<file path="config.mk">
export PLATFORM = sky130hd
export DESIGN_NAME = radix8_pp_gen
export DESIGN_NICKNAME = d
export VERILOG_FILES = /design/src/rtl/radix8_pp_gen.sv
export SDC_FILE = /design/constraint.sdc
export NUM_CORES = 1
export LEC_CHECK = 0
export CAP_MARGIN = 40
export CORE_MARGIN = 5
export CORE_UTILIZATION = 56
export CTS_CLUSTER_DIAMETER = 200
export CTS_CLUSTER_SIZE = 20
export DETAILED_ROUTE_END_ITERATION = 8
export GPL_ROUTABILITY_DRIVEN = 0
export PLACE_DENSITY_LB_ADDON = 0.2
export SLEW_MARGIN = 20
export SYNTH_ARGS = -nofsm -noshare
export SYNTH_HDL_FRONTEND = slang
export SYNTH_SLANG_ARGS = --single-unit
</file>
<file path="constraint.sdc">
create_clock -name clk -period 2.2 [get_ports clk]
set_input_delay 0.44 -clock clk [delete_from_list [all_inputs] [get_ports clk]]
set_output_delay 0.44 -clock clk [all_outputs]
set_load 0.01 [all_outputs]
</file>
<file path="src/rtl/radix8_pp_gen.sv">
// Two-stage partial-product generator for the factored radix-8 8x8 unsigned multiplier.
// Stage 1 registers A, the three B digits and the hard multiples; stage 2 selects one multiple per digit.
module radix8_pp_gen (
  input  logic        clk,
  input  logic        rst,
  input  logic        stall,
  input  logic        in_valid,
  input  logic [7:0]  a_in,
  input  logic [7:0]  b_in,
  output logic        out_valid,
  output logic [15:0] P1,
  output logic [12:0] P2,
  output logic [9:0]  P3
);

  // Handshake: in_valid qualifies a_in/b_in at an edge with stall=0; an edge with
  // stall=1 freezes every register and drops whatever is presented, so the sender
  // holds data until stall=0. out_valid qualifies P1..P3; bubbles carry zero.

  logic        v1_q, v1_d;
  logic [7:0]  a1_q, a1_d;
  logic [2:0]  d0_q, d0_d, d1_q, d1_d, d2_q, d2_d;
  logic [9:0]  m3_q, m3_d;
  logic [10:0] m5_q, m5_d, m7_q, m7_d;

  logic        v2_q, v2_d;
  logic [15:0] p1_q, p1_d;
  logic [12:0] p2_q, p2_d;
  logic [9:0]  p3_q, p3_d;

  logic [10:0] a_ext;
  logic [10:0] sel0, sel1, sel2;

  assign a_ext = {3'b000, a_in};

  always_comb begin
    v1_d = in_valid;
    a1_d = a_in;
    d0_d = b_in[2:0];
    d1_d = b_in[5:3];
    d2_d = {1'b0, b_in[7:6]};
    m3_d = 10'((a_ext << 1) + a_ext);
    m5_d = (a_ext << 2) + a_ext;
    m7_d = (a_ext << 3) - a_ext;
  end

  function automatic logic [10:0] sel_mult(input logic [2:0] d, input logic [7:0] a,
                                           input logic [9:0] m3, input logic [10:0] m5,
                                           input logic [10:0] m7);
    logic [10:0] r;
    r = 11'd0;
    case (d)
      3'd0: r = 11'd0;
      3'd1: r = {3'b000, a};
      3'd2: r = {2'b00, a, 1'b0};
      3'd3: r = {1'b0, m3};
      3'd4: r = {1'b0, a, 2'b00};
      3'd5: r = m5;
      3'd6: r = {m3, 1'b0};
      default: r = m7;
    endcase
    return r;
  endfunction

  always_comb begin
    sel0 = sel_mult(d0_q, a1_q, m3_q, m5_q, m7_q);
    sel1 = sel_mult(d1_q, a1_q, m3_q, m5_q, m7_q);
    sel2 = sel_mult(d2_q, a1_q, m3_q, m5_q, m7_q);
    v2_d = v1_q;
    p1_d = '0;
    p2_d = '0;
    p3_d = '0;
    if (v1_q) begin
      p1_d = {5'b0, sel0};
      p2_d = {2'b0, sel1};
      // d2 never exceeds 3, so the top bit of sel2 is always zero.
      p3_d = sel2[9:0];
    end
  end

  always_ff @(posedge clk) begin
    if (rst) begin
      v1_q <= 1'b0;
      a1_q <= '0;
      d0_q <= '0;
      d1_q <= '0;
      d2_q <= '0;
      m3_q <= '0;
      m5_q <= '0;
      m7_q <= '0;
      v2_q <= 1'b0;
      p1_q <= '0;
      p2_q <= '0;
      p3_q <= '0;
    end else if (!stall) begin
      v1_q <= v1_d;
      a1_q <= a1_d;
      d0_q <= d0_d;
      d1_q <= d1_d;
      d2_q <= d2_d;
      m3_q <= m3_d;
      m5_q <= m5_d;
      m7_q <= m7_d;
      v2_q <= v2_d;
      p1_q <= p1_d;
      p2_q <= p2_d;
      p3_q <= p3_d;
    end
  end

  assign out_valid = v2_q;
  assign P1        = p1_q;
  assign P2        = p2_q;
  assign P3        = p3_q;

endmodule
</file>
==> out/metrics.cfg, run 1 <==
[synth]
synth_edf_count=0
synth_top_flop_cell=dfxtp_1
ys_types=68
synth-seq-cells=77
synth-seq-area-share=0.318
avgSynthCellArea_um2=8.19
synth_async_sr_flop_share=0
syn_inst=592
synth_warnings=0
netlist_area_um2=4850

[timing]
maxSlewHeadroom=0.452
fin_crit_sh=0.963
tightest_slew_ns=0.821
final_max_slew_viol_count=0
period_needed_ns=2.12
setup_ws_ns=0.0818
worst_hold_slack_ns=0.394
finalHoldViolations=0
fmax_mhz=472
final-setup-viol-count=0
fin_skew_ns=0.0172

[setup_path]
worstSetupEndpoint=m3_q[9]$_SDFFE_PP0N_
r2r_slack_ns=0.33
worstPathRequired_ns=2.46
crit_family=compound AO/OA/AOI/OAI gates
ff2ff_path_depth=4
arrival_ns=2.38
r2r_end=P1[6]$_SDFFE_PP0N_
path_max_fanout=2
cp-end-kind=flop
cp-start-kind=input pin
slowest_stage=clkdlybuf4s50_1
setup.worst_path.start=a_in[1]
path_cells=clkdlybuf4s50_1, ha_1, fa_1, a211o_1, a21oi_2, o21ai_0, a41o_1
critical_path_buf_inv_count=1
crit_cells=7
worstSetupPathType=input pin to flop
crit-reg2reg-launch=d0_q[1]$_SDFFE_PP0N_
max_stage_delay_ns=0.43

[drt]
first_pass_iters=8
drcViolationCount=0
drtIter0Drc=300
wl_per_cell_um=18.1
via_per_inst=6.12
ant_nets=0
via_count=4757
routed_wl_um=14100

[grt]
grt_pass1_vias=4402
grt_start_max_net_pins=39
grt_pass1_wl_um=22400
grtUsageTotal=0.271
grt_overflow=0
antenna_found_initial=0

[final_layout]
n_antenna_cell=0
mostFrequentLayoutCell=dfxtp_1
layout-drive-gt1-share=0.130
final_cell_mix=dfxtp_1, buf_4, nand2_1
fillers=760
syn2layout_area_growth_pct=21.3
fin_nets=708
fin_area_um2=5880

[cts]
cts_buffer_depth=2
cts_tree=done
cts.sinks=77
root_buffer=clkbuf_8
clock_latency_ns=0.36
cts_buffers=9
clkTransAtPathRegs_ns=0.09
htreeDepth=3
cts_setup_buffers=0

[die]
num_rows=34
die_h_um=103
dieWidth_um=103
pin_count=60
die_area_um2=10600
initial_utilization=0.564
core_um2=8590

[job]
drv_cap=0

[power_and_ir_drop]
internal-power_mw=2.32
seq_power_share=0.474
p_switching_mw=1.05
finalPower_mw=3.37
leakage_nw=2.33
irDropWorstVdd_mv=0.303
comb_power_share=0.206
swShare=0.311
power_density_nw_per_um2=574
clkPwrFrac=0.320

[placed_design]
dpl-instance-area_um2=5660
hpwl_um=10500
portBuffers=52
place_ws_ns=-0.361

[status]
status=complete, no violations

[worst_hold_path]
hold_class=input pin to flop

## state kept, by name (all words and copies together), names as in the netlist
| signal | count |
|---|---|
| P2 | 11 |
| v1_q | 1 |
| m7_q | 9 |
| d1_q | 3 |
| P3 | 10 |
| out_valid | 1 |
| P1 | 11 |
| m5_q | 9 |
| m3_q | 9 |
| a1_q | 8 |
| d0_q | 3 |
| d2_q | 2 |
## area by class of cell
cell class	instances	area, um^2	share of cell area
Multi-Input combinational cell	451	3010	0.513
Sequential cell	77	1540	0.262
Timing Repair Buffer	107	930	0.158
Tap cell	108	135	0.0230
Clock buffer	11	131	0.0223
Inverter	18	67.6	0.0115
Clock inverter	5	60.1	0.0102
## worst min path at each step
stage | startpoint | to | cells after the start | slack [ns]
6_report | rst | m5_q[2]$_SDFFE_PP0N_ | 2 | 0.39
5_1_grt | rst | m5_q[2]$_SDFFE_PP0N_ | 2 | 0.40
4_1_cts | rst | m5_q[2]$_SDFFE_PP0N_ | 2 | 0.38
3_5_place_dp | P1[3]$_SDFFE_PP0N_ | P1[3]$_SDFFE_PP0N_ | 2 | 0.44
3_3_place_gp | P1[3]$_SDFFE_PP0N_ | P1[3]$_SDFFE_PP0N_ | 2 | 0.44
2_1_floorplan | m7_q[2]$_SDFFE_PP0N_ | m7_q[2]$_SDFFE_PP0N_ | 2 | 0.45
## cells in the mapped netlist, drive strengths merged, types with 2 or more instances
cell,n,share of area
ha,22,0.057
a311o,2,0.0041
nand2,52,0.040
a22o,5,0.0090
nand2b,19,0.025
clkbuf,17,0.013
o21ai,61,0.063
mux2,11,0.026
a211o,3,0.0054
o21bai,3,0.0046
nand3b,6,0.0093
and4b,2,0.0041
a31oi,4,0.0052
xor2,3,0.0054
o21a,3,0.0046
mux2i,39,0.081
nand4,4,0.0052
nor3,9,0.0093
fa,2,0.0083
o211a,3,0.0062
dfxtp,77,0.32
buf,35,0.042
o221ai,4,0.0072
xnor2,4,0.0072
o22ai,11,0.014
nand3,13,0.013
a21o,6,0.0093
inv,18,0.014
a221oi,4,0.0072
a22oi,7,0.011
o211ai,2,0.0031
nor2,47,0.036
a211oi,11,0.018
a2111oi,2,0.0036
a222oi,2,0.0041
o2111ai,2,0.0049
nor2b,6,0.0077
and3,6,0.0077
nor3b,2,0.0031
or3,3,0.0039
a21oi,37,0.038
a2bb2oi,2,0.0036
o31ai,2,0.0031
a311oi,3,0.0054
## layer usage
layer / GRT usage / vias to the layer above / routed length (um)
met2: 0.448 / 174 / 6770
met4: 0.107 / 0 / 457
met1: 0.354 / 2248 / 5970
met5: 0 / - / 0
li1: - / 2295 / -
met3: 0.0426 / 40 / 871
## power groups by stage
stage                     sequential [mW]  clock (mW)  combinational (mW)
after floorplan                      1.53           0               0.488
after CTS                            1.59        1.10               0.681
final                                1.60        1.08               0.694
after detailed placement             1.62           0               0.677
after global placement               1.62           0               0.655
after global routing                 1.60        1.15               0.764
## metrics by stage
step	utilization	TNS [ns]	std cells
floorplan	-	0	598
global placement	0.659	-3.34	761
detailed placement	0.659	-4.19	761
CTS	0.681	0	777
global route	0.684	-0.00864	777
finish	0.684	0	777
## worst reg2reg max path: cells and delay by family, from the launching register on
kind | cells | cell delay (ns)
AO/OA/AOI/OAI | 3 | 0.64
flip-flops | 1 | 0.86
multiplexers | 1 | 0.25
## cell families (layout without fill, tap and decap cells)
logic type,count (synthesis),in the layout,share of synthesized area
mux,50,50,0.106
compound gates,188,188,0.253
xor+xnor,7,7,0.0126
other cells,1,7,0.000774
flops,77,77,0.318
simple gates,175,175,0.175
fa+ha+maj,24,24,0.0650
buf+inv,70,141,0.0692
## repair_timing
action,4_1_cts,5_1_grt
hold buffers,0,0
gates resized for setup,0,9
setup endpoints to repair,0,8
Power figures use the tool's default switching activity.
==> run 2: changes to the inputs <==
CORE_ASPECT_RATIO = 0.7   (was unset)
==> out/metrics.cfg, run 2 (same netlist as run 1, synthesis figures left out) <==
[status]
status=complete, no violations

[cts]
cts_hold_buf=0
cts_tree=done
cts_buffers=9
clkTransAtPathRegs_ns=0.06
clock_latency_ns=0.34
cts_buffer_depth=2
htreeDepth=3
cts.sinks=77
root_buffer=clkbuf_16

[setup_path]
path_max_fanout=3
slowest_stage=clkdlybuf4s50_1
setup.worst_path.start=a_in[0]
worstSetupPathType=input pin to flop
critical_path_buf_inv_count=2
worstPathRequired_ns=2.48
crit-reg2reg-launch=d1_q[0]$_SDFFE_PP0N_
crit_family=compound AO/OA/AOI/OAI gates
path_cells=clkdlybuf4s50_1, buf_4, ha_1, fa_1, a21oi_2, o21ai_1, a2111o_1, nand3_1
cp-start-kind=input pin
max_stage_delay_ns=0.43
cp-end-kind=flop
r2r_slack_ns=0.39
arrival_ns=2.43

[die]
initial_utilization=0.574
die_area_um2=10600
pin_count=60
core_um2=8440
dieWidth_um=121
die_h_um=87.8
num_rows=28

[timing]
period_needed_ns=2.14
fin_crit_sh=0.975
fin_skew_ns=0.00673
final_max_slew_viol_count=0
setup-tns-final_ns=0
tightest_slew_ns=0.748
setup_ws_ns=0.0560
finalHoldViolations=0
fmax_mhz=466
final-setup-viol-count=0
maxSlewHeadroom=0.500

[placed_design]
hpwl_um=10700
dpl-instance-area_um2=5730
place_ws_ns=-0.377
portBuffers=52

[final_layout]
fin_nets=715
mostFrequentLayoutCell=dfxtp_1
final_cell_mix=dfxtp_1, buf_4, nand2_1
fin_area_um2=6120
syn2layout_area_growth_pct=26.3
n_antenna_cell=0
layout-drive-gt1-share=0.149
post-route-util=0.725
fillers=657

[grt]
antenna_found_initial=0
grt_start_max_net_pins=31
grt_pass1_vias=4592
grt_overflow=0
grtUsageTotal=0.282
grt_pass1_wl_um=23600

[worst_hold_path]
hp-start=P1[2]$_SDFFE_PP0N_
hold_class=flop to flop

[drt]
routed_wl_um=15000
drcViolationCount=0
drtIter0Drc=611
via_count=4900
via_per_inst=6.16
wl_per_cell_um=18.8
first_pass_iters=5
ant_nets=0

[power_and_ir_drop]
swShare=0.283
leakage_nw=2.43
internal-power_mw=2.87
irDropWorstVdd_mv=0.347
finalPower_mw=4.00
seq_power_share=0.397
p_switching_mw=1.13
power_density_nw_per_um2=654
comb_power_share=0.187
clkPwrFrac=0.416

[job]
drv_cap=0

## run 2: area by class of cell
class                      count  area [um^2]  share of cell area
clock buffer                  11          253              0.0413
multi-input combinational    451         3040               0.496
clock inverter                 5         81.3              0.0133
sequential                    77         1540               0.252
inverter                      18         67.6              0.0110
tap                          120          150              0.0245
timing repair buffer         114          990               0.162
## run 2: power by group through the flow
stage	sequential [mW]	clock, mW	combinational (mW)
after global routing	1.59	1.73	0.815
after global placement	1.61	0	0.681
final	1.59	1.67	0.748
after floorplan	1.53	0	0.488
after detailed placement	1.61	0	0.707
after CTS	1.58	1.68	0.714
## run 2: path summary, 6_finish.rpt
| kind | to | cells past startpoint |
|---|---|---|
| worst max-delay path | m5_q[8]$_SDFFE_PP0N_ | 8 |
| worst min-delay path | P1[2]$_SDFFE_PP0N_ | 2 |
| worst max register to register | P2[2]$_SDFFE_PP0N_ | 5 |
| worst min register to register | P1[2]$_SDFFE_PP0N_ | 2 |
## run 2: tightest hold or removal path: stages, from the launching register on
cell     delay (ns)
dfxtp_1        0.31
nand2_1        0.05
o21ai_1        0.05
## run 2: stage by stage
| stage | cells | hold slack [ns] |
|---|---|---|
| after global routing | 796 | 0.468 |
| after detailed placement | 779 | 0.442 |
| final | 796 | 0.448 |
| after floorplan | 598 | 0.448 |
| after CTS | 795 | 0.437 |
| after global placement | 779 | 0.438 |
## run 2: timing repair
action / 4_1_cts / 5_1_grt
endpoints found under the setup margin: 2 / 10
pin swaps: 0 / 9
buffers inserted: 0 / 1
gates resized for setup: 2 / 13
## run 2: routing by layer
metal | up-vias | part of all wire | GRT usage
met5 | - | 0 | 0
met4 | 0 | 0.032 | 0.106
met3 | 54 | 0.11 | 0.0994
met2 | 237 | 0.44 | 0.440
met1 | 2299 | 0.42 | 0.363
li1 | 2310 | - | -
